`src/rtl/seg7_scan_io.sv`:
```
// seg7_scan_io
//   Board I/O front end between the CPU and the board pins.
//   - Scans an N-digit common-anode seven-segment display from a packed hex
//     value. Each digit has its own enable and decimal point. The value,
//     enables and decimal points are latched into a shadow copy once per
//     frame, so a frame never shows a mix of old and new data.
//   - Synchronises and debounces one push-button. It produces a clean level
//     and a one-cycle press pulse.
//
// Parameters
//   NUM_DIGITS       digits driven (1..16)
//   REFRESH_DIV      clk cycles each digit stays lit (>=2)
//   DEBOUNCE_CYCLES  consecutive stable synced cycles needed to accept a change (>=2)
//
// Ports
//   clk        in   system clock, rising edge
//   rst        in   synchronous active-high reset
//   value      in   4*NUM_DIGITS  hex nibbles, nibble k = digit k (digit 0 rightmost)
//   digit_en   in   NUM_DIGITS    1 = digit lit
//   dp_in      in   NUM_DIGITS    1 = decimal point on
//   btn_raw    in   asynchronous push-button
//   AN         out  NUM_DIGITS    anode selects, active-low (one-hot-low or all-high)
//   Seg        out  7             segments {g,f,e,d,c,b,a}, active-low
//   DP         out  decimal point, active-low
//   btn_level  out  debounced button level
//   btn_pulse  out  one-cycle pulse on a debounced press
//
// Build option
//   SEG7_LEADING_ZERO_BLANK_EN  when defined, blanks every digit above the most
//                               significant nonzero nibble (digit 0 is never
//                               blanked by this rule).

module seg7_scan_io #(
    parameter int NUM_DIGITS      = 8,
    parameter int REFRESH_DIV     = 100000,
    parameter int DEBOUNCE_CYCLES = 1000000
) (
    input  logic                      clk,
    input  logic                      rst,
    input  logic [4*NUM_DIGITS-1:0]   value,
    input  logic [NUM_DIGITS-1:0]     digit_en,
    input  logic [NUM_DIGITS-1:0]     dp_in,
    input  logic                      btn_raw,
    output logic [NUM_DIGITS-1:0]     AN,
    output logic [6:0]                Seg,
    output logic                      DP,
    output logic                      btn_level,
    output logic                      btn_pulse
);

    localparam int DIV_W = ($clog2(REFRESH_DIV) < 1) ? 1 : $clog2(REFRESH_DIV);
    localparam int IDX_W = ($clog2(NUM_DIGITS) < 1) ? 1 : $clog2(NUM_DIGITS);
    localparam int CNT_W = ($clog2(DEBOUNCE_CYCLES) < 1) ? 1 : $clog2(DEBOUNCE_CYCLES);

    localparam logic [DIV_W-1:0]      DIV_LAST = DIV_W'(REFRESH_DIV - 1);
    localparam logic [IDX_W-1:0]      IDX_LAST = IDX_W'(NUM_DIGITS - 1);
    localparam logic [CNT_W-1:0]      DEB_LAST = CNT_W'(DEBOUNCE_CYCLES - 1);
    localparam logic [NUM_DIGITS-1:0] ONE_HOT0 = NUM_DIGITS'(1);

    // ------------------------------------------------------------------
    // Scan timing and frame-coherent shadow capture
    // ------------------------------------------------------------------
    logic [DIV_W-1:0]        div_cnt;
    logic [IDX_W-1:0]        idx;
    logic                    capture_pending;
    logic [4*NUM_DIGITS-1:0] shadow_val;
    logic [NUM_DIGITS-1:0]   shadow_en;
    logic [NUM_DIGITS-1:0]   shadow_dp;
    logic [NUM_DIGITS-1:0]   en_eff;
    logic                    div_tc;
    logic                    frame_wrap;

    assign div_tc     = (div_cnt == DIV_LAST);
    assign frame_wrap = div_tc && (idx == IDX_LAST);

`ifdef SEG7_LEADING_ZERO_BLANK_EN
    // Walk down from the top digit. Once a nonzero nibble is seen, that digit
    // and every digit below it may be shown.
    always_comb begin
        logic seen_nonzero;
        en_eff       = digit_en;
        seen_nonzero = 1'b0;
        for (int k = NUM_DIGITS - 1; k >= 1; k--) begin
            seen_nonzero = seen_nonzero | (value[4*k +: 4] != 4'h0);
            en_eff[k]    = digit_en[k] & seen_nonzero;
        end
    end
`else
    assign en_eff = digit_en;
`endif

    always_ff @(posedge clk) begin
        if (rst) begin
            div_cnt         <= '0;
            idx             <= '0;
            capture_pending <= 1'b1;
            shadow_val      <= '0;
            shadow_en       <= '0;
            shadow_dp       <= '0;
        end else begin
            div_cnt         <= div_tc ? '0 : div_cnt + DIV_W'(1);
            capture_pending <= 1'b0;
            if (div_tc)
                idx <= (idx == IDX_LAST) ? '0 : idx + IDX_W'(1);
            // The first edge after reset fills the shadow so the first frame
            // shows real data rather than waiting a whole frame.
            if (capture_pending || frame_wrap) begin
                shadow_val <= value;
                shadow_en  <= en_eff;
                shadow_dp  <= dp_in;
            end
        end
    end

    // ------------------------------------------------------------------
    // Output stage: registered, one cycle behind (idx, shadow)
    // ------------------------------------------------------------------
    logic [3:0] cur_nib;
    logic       cur_en;
    logic       cur_dp;
    logic [6:0] seg_dec;

    always_comb begin
        cur_nib = shadow_val[4*int'(idx) +: 4];
        cur_en  = shadow_en[idx];
        cur_dp  = shadow_dp[idx];
    end

    always_comb begin
        seg_dec = 7'h7F;
        case (cur_nib)
            4'h0: seg_dec = 7'b1000000;
            4'h1: seg_dec = 7'b1111001;
            4'h2: seg_dec = 7'b0100100;
            4'h3: seg_dec = 7'b0110000;
            4'h4: seg_dec = 7'b0011001;
            4'h5: seg_dec = 7'b0010010;
            4'h6: seg_dec = 7'b0000010;
            4'h7: seg_dec = 7'b1111000;
            4'h8: seg_dec = 7'b0000000;
            4'h9: seg_dec = 7'b0010000;
            4'hA: seg_dec = 7'b0001000;
            4'hB: seg_dec = 7'b0000011;
            4'hC: seg_dec = 7'b1000110;
            4'hD: seg_dec = 7'b0100001;
            4'hE: seg_dec = 7'b0000110;
            4'hF: seg_dec = 7'b0001110;
            default: seg_dec = 7'h7F;
        endcase
    end

    always_ff @(posedge clk) begin
        if (rst) begin
            AN  <= '1;
            Seg <= 7'h7F;
            DP  <= 1'b1;
        end else if (cur_en) begin
            AN  <= ~(ONE_HOT0 << idx);
            Seg <= seg_dec;
            DP  <= ~cur_dp;
        end else begin
            AN  <= '1;
            Seg <= 7'h7F;
            DP  <= 1'b1;
        end
    end

    // ------------------------------------------------------------------
    // Button synchroniser and debounce
    // ------------------------------------------------------------------
    logic             sync1;
    logic             sync2;
    logic [CNT_W-1:0] deb_cnt;

    // deb_cnt is the length of the current run of synced samples that
    // disagree with btn_level. Any agreeing sample restarts the run.
    always_ff @(posedge clk) begin
        if (rst) begin
            sync1     <= 1'b0;
            sync2     <= 1'b0;
            deb_cnt   <= '0;
            btn_level <= 1'b0;
            btn_pulse <= 1'b0;
        end else begin
            sync1     <= btn_raw;
            sync2     <= sync1;
            btn_pulse <= 1'b0;
            if (sync2 == btn_level) begin
                deb_cnt <= '0;
            end else if (deb_cnt == DEB_LAST) begin
                btn_level <= sync2;
                btn_pulse <= sync2;
                deb_cnt   <= '0;
            end else begin
                deb_cnt <= deb_cnt + CNT_W'(1);
            end
        end
    end

endmodule
```
`config.mk`:
```
export PLATFORM = sky130hd
export DESIGN_NAME = seg7_scan_io
export DESIGN_NICKNAME = d
export VERILOG_FILES = /design/src/rtl/seg7_scan_io.sv
export SDC_FILE = /design/constraint.sdc
export NUM_CORES = 1
export LEC_CHECK = 0
export ABC_AREA = 0
export BUFFER_PORTS_ARGS = -buffer_cell sky130_fd_sc_hd__buf_2
export CORE_AREA = 2 2 118 120
export DETAILED_ROUTE_END_ITERATION = 8
export DIE_AREA = 0 0 120 122
export PLACE_DENSITY = 0.59
export SYNTH_ARGS = -nofsm -noshare
export SYNTH_HDL_FRONTEND = slang
export SYNTH_SLANG_ARGS = --single-unit
```
`constraint.sdc`:
```
create_clock -name clk -period 2.6 [get_ports clk]
set_clock_uncertainty 0.1 [all_clocks]
set_input_delay 0.26 -clock clk [delete_from_list [all_inputs] [get_ports clk]]
set_output_delay 0.26 -clock clk [all_outputs]
set_load 0.02 [all_outputs]
```
==> reports/qor.csv <==
stage,metric,value,unit
finish,n_diodes,0,
finish,Reg area,2180,sq um
synthesis,"EDFF count, synth",0,
worst_setup_path,r2r startpoint,idx[1],
placed_design,PortBufs,68,
drt,post-DR wirelength/cell,13.5,um
clock_network,post_cts resized,0,
worst_setup_path,"delay-heaviest family, CP",multiplexers,
timing,fmax,433,MHz
drt,DRT Wirelength,9.72,mm
synthesis,Main synth FF type,dfxtp_1,
clock_network,# clock sinks,109,
min_path,Hold Path Sink,sync1,
clock_network,Worst-Skew Late Latency,350,ps
clock_network,number of setup buffers added after CTS,0,
synthesis,simple-gate portion of the synthesized area,18.5,%
synthesis,Synth Net Count,526,
drt,drt pass-1 iters,4,
timing,Least-Margin Pin Slew,626,ps
min_path,Hold Path Depth,2,
synthesis,Post-Synthesis Cells,462,
synthesis,Synth cell types,44,
synthesis,YS warnings,0,
worst_setup_path,Worst setup EP type,flip-flop,
worst_setup_path,Slowest cell on crit path,dfxtp_1,
timing,minimum clock period,2310,ps
timing,worst rel slew slack,58.1,%
timing,Tcrit/Tclk final,88.9,%
finish,layout cells sized above 1,20.6,%
synthesis,leading post-synthesis cells by cell area,"dfxtp_1 (47%), mux2i_1 (12%), nor2_1 (7.7%)",
synthesis,main combinational cell family by area after synthesis,simple AND/OR/NAND/NOR gates,
worst_setup_path,worst-path fanout max,12,
synthesis,post-synthesis adder-cell area fraction,3.52,%
synthesis,top cell type by total area after synthesis,dfxtp_1,
synthesis,Netlist Area Pre-Place,4620,sq um
synthesis,Synth Area in Compound Gates,3.58,%
status,status,finished clean,
finish,filler cell count in the final layout,1286,
grt,Tot GR Track Use,13.7,%
timing,final worst slack,290,ps
clock_network,Clock Pin Slew Worst Setup and Hold Paths,70,ps
timing,Fin Setup TNS,0,ps
clock_network,count of hold-fix buffers inserted at cts,0,
run,max cap viols,0,
placed_design,Setup WS pre-CTS,334,ps
floorplanning,chip height,122,um
grt,pin count of the biggest net entering global routing,53,
timing,hold_ws,24.7,ps
finish,nets,597,
worst_setup_path,buffer and inverter count on the worst path,3,
floorplanning,die area,14600,sq um
power,PwrDens,623,nW/um^2
clock_network,total CTS buffers,9,
min_path,worst min path class,in2reg,
floorplanning,I/O Pins,69,
power,maximum VDD drop,0.307,mV
grt,first-pass GRT wire length,15.8,mm
synthesis,sequential area share after synthesis,47.2,%
placed_design,routability-driven placement congestion ratio,0.863,
worst_setup_path,Crit Path Class,reg2reg,
timing,RSZ-0062 raised after global routing,no,
worst_setup_path,CP most frequent cell,buf_4,
drt,1st-iter DRT viols,279,
worst_setup_path,R2R setup slack,290,ps
synthesis,mux contribution to synthesized area,17.5,%
grt,vias in the first global route,3178,
drt,DR DRC count,0,
finish,P&R area growth vs syn,19.3,%
grt,initial antenna violation count,0,
synthesis,Post-Synth XOR/XNOR Area,6.45,%
synthesis,Synth Register Bits,109,
worst_setup_path,crit-path cells,"buf_4, mux4_2, mux2i_1, buf_4, inv_1, ha_1, nand3_1, o21ai_0, a221o_1",
floorplanning,die width,120,um
grt,Congestion Overflow GR,0,
power,Pleak,0.00225,uW
worst_setup_path,worst-case reg-to-reg path depth,9,
clock_network,CTS root buf,clkbuf_16,
worst_setup_path,Critical R2R Capture,Seg[6],
timing,Final Hold Fails,0,
timing,Final Slew Violations,0,
clock_network,TritonCTS clock tree,built,
clock_network,CTS H-tree lvls,3,
synthesis,top cell type's share of synthesized area,47.2,%
synthesis,async set-reset flop share out of synthesis,0,%
floorplanning,starting density of the core,34.2,%
synthesis,Mean Syn Cell Area,10.0,sq um
floorplanning,Site Rows,43,
worst_setup_path,startpoint types,flip-flop,
worst_setup_path,WP data arrival,2450,ps
placed_design,dpl hpwl,7.07,mm
clock_network,clock buffer depth,2,
drt,Vias per Instance,4.81,
timing,final setup fails,0,
drt,Via Count,3455,
worst_setup_path,required time worst endpoint,2740,ps
min_path,hold_sp,btn_raw,
finish,footprint of the multi-input gates,2310,sq um
floorplanning,core area,13500,sq um
worst_setup_path,Worst path max stage delay,420,ps
drt,number of routed nets with antenna violations,0,
-- layer usage --
metal / vias up / wire (um) / track usage [%]
met5: - / 0 / 0
met1: 1638 / 4930 / 19.8
met4: 0 / 212 / 6.84
li1: 1729 / - / -
met2: 70 / 4180 / 19.4
met3: 18 / 399 / 2.86
-- through the flow --
| step | utilization (%) | cell area [sq um] | instances | power (uW) |
|---|---|---|---|---|
| 3_5_place_dp | 38.5 | 5190 | 702 | 2040 |
| 5_1_grt | 40.8 | 5510 | 718 | 3580 |
| 3_3_place_gp | 38.5 | 5190 | 702 | 2030 |
| 4_1_cts | 40.8 | 5510 | 718 | 3480 |
| 2_1_floorplan | - | 4620 | 462 | 1950 |
| 6_report | 40.8 | 5510 | 718 | 3430 |
-- final cells by class --
type                    instances  area share, %
multi-input cells             322           41.8
flip-flops and latches        109           39.6
repair buffers                 79           7.90
clock buffers                  11           4.58
well taps                     180           4.09
clock inverters                 5           1.20
inverters                      12          0.817
-- cells in the final DEF (no fill, tap or decap), types with 2 or more instances in the layout --
cell type  netlist  routed
nor3b_1          2       2
a21oi_1          7       7
clkbuf_16        0       9
and3_1           7       7
nor3_1           7       7
and4_1           2       2
nand2_1         29      29
nor2b_1          4       4
nand3_1         15      15
nor4_1           5       5
dfxtp_1        109     109
inv_1           11      11
ha_1            13      13
xnor2_1         17      17
mux4_2          10      10
o21ai_0          5       5
mux2i_1         55      55
nand4b_1         2       2
xor2_1          17      17
clkbuf_8         0       2
buf_2            6      68
nor2_1          95      95
a221o_1          4       4
nand4_1          7       7
buf_4            2      10
nor4b_1          2       2
-- flip-flops by register name, indices dropped and copies added (netlist names) --
signal,flops
Seg,7
sync2,1
div_cnt,17
sync1,1
deb_cnt,20
idx,3
shadow_val,32
shadow_en,8
btn_pulse,1
DP,1
shadow_dp,8
btn_level,1
AN,8
capture_pending,1
-- worst register-to-register path, stage by stage, from the launching register on --
cell,delay [ps]
dfxtp_1,420
buf_4,230
mux4_2,320
mux2i_1,170
buf_4,180
inv_1,60
ha_1,190
nand3_1,100
o21ai_0,120
a221o_1,300
-- how the worst max path moves through the flow --
| stage | startpoint | cells past startpoint | end | slack, ps |
|---|---|---|---|---|
| finish | idx[1] | 9 | Seg[6] | 290 |
| global route | idx[1] | 9 | Seg[6] | 160 |
| CTS | idx[1] | 9 | Seg[6] | 310 |
| detailed placement | idx[0] | 9 | Seg[6] | 330 |
| global placement | idx[0] | 7 | Seg[2] | 400 |
| floorplan | idx[1] | 8 | Seg[2] | 130 |
-- cell usage after synthesis, types with 2 or more instances --
cell	n
nor3b_1	2
clkbuf_1	9
nor2_1	95
a21oi_1	7
nand2_1	29
dfxtp_1	109
xnor2_1	17
nand3_1	15
nor4_1	5
and4_1	2
buf_4	2
buf_2	6
nor4b_1	2
and3_1	7
inv_1	11
mux2i_1	55
a221o_1	4
nor2b_1	4
buf_6	2
nor3_1	7
nand4b_1	2
xor2_1	17
ha_1	13
o21ai_0	5
nand4_1	7
mux4_2	10
-- report_power, final --
part | total (uW) | internal, uW | switching [uW]
logic | 241 | 118 | 123
registers | 1760 | 1730 | 31.4
clock network | 1440 | 811 | 624
-- logic make-up after synthesis --
group,count (synthesis)
buf+inv,31
mux,67
flops,109
simple gates,184
fa+ha+maj,13
xor+xnor,34
compound gates,24
Note: power is estimated with default switching activity, not from simulation.
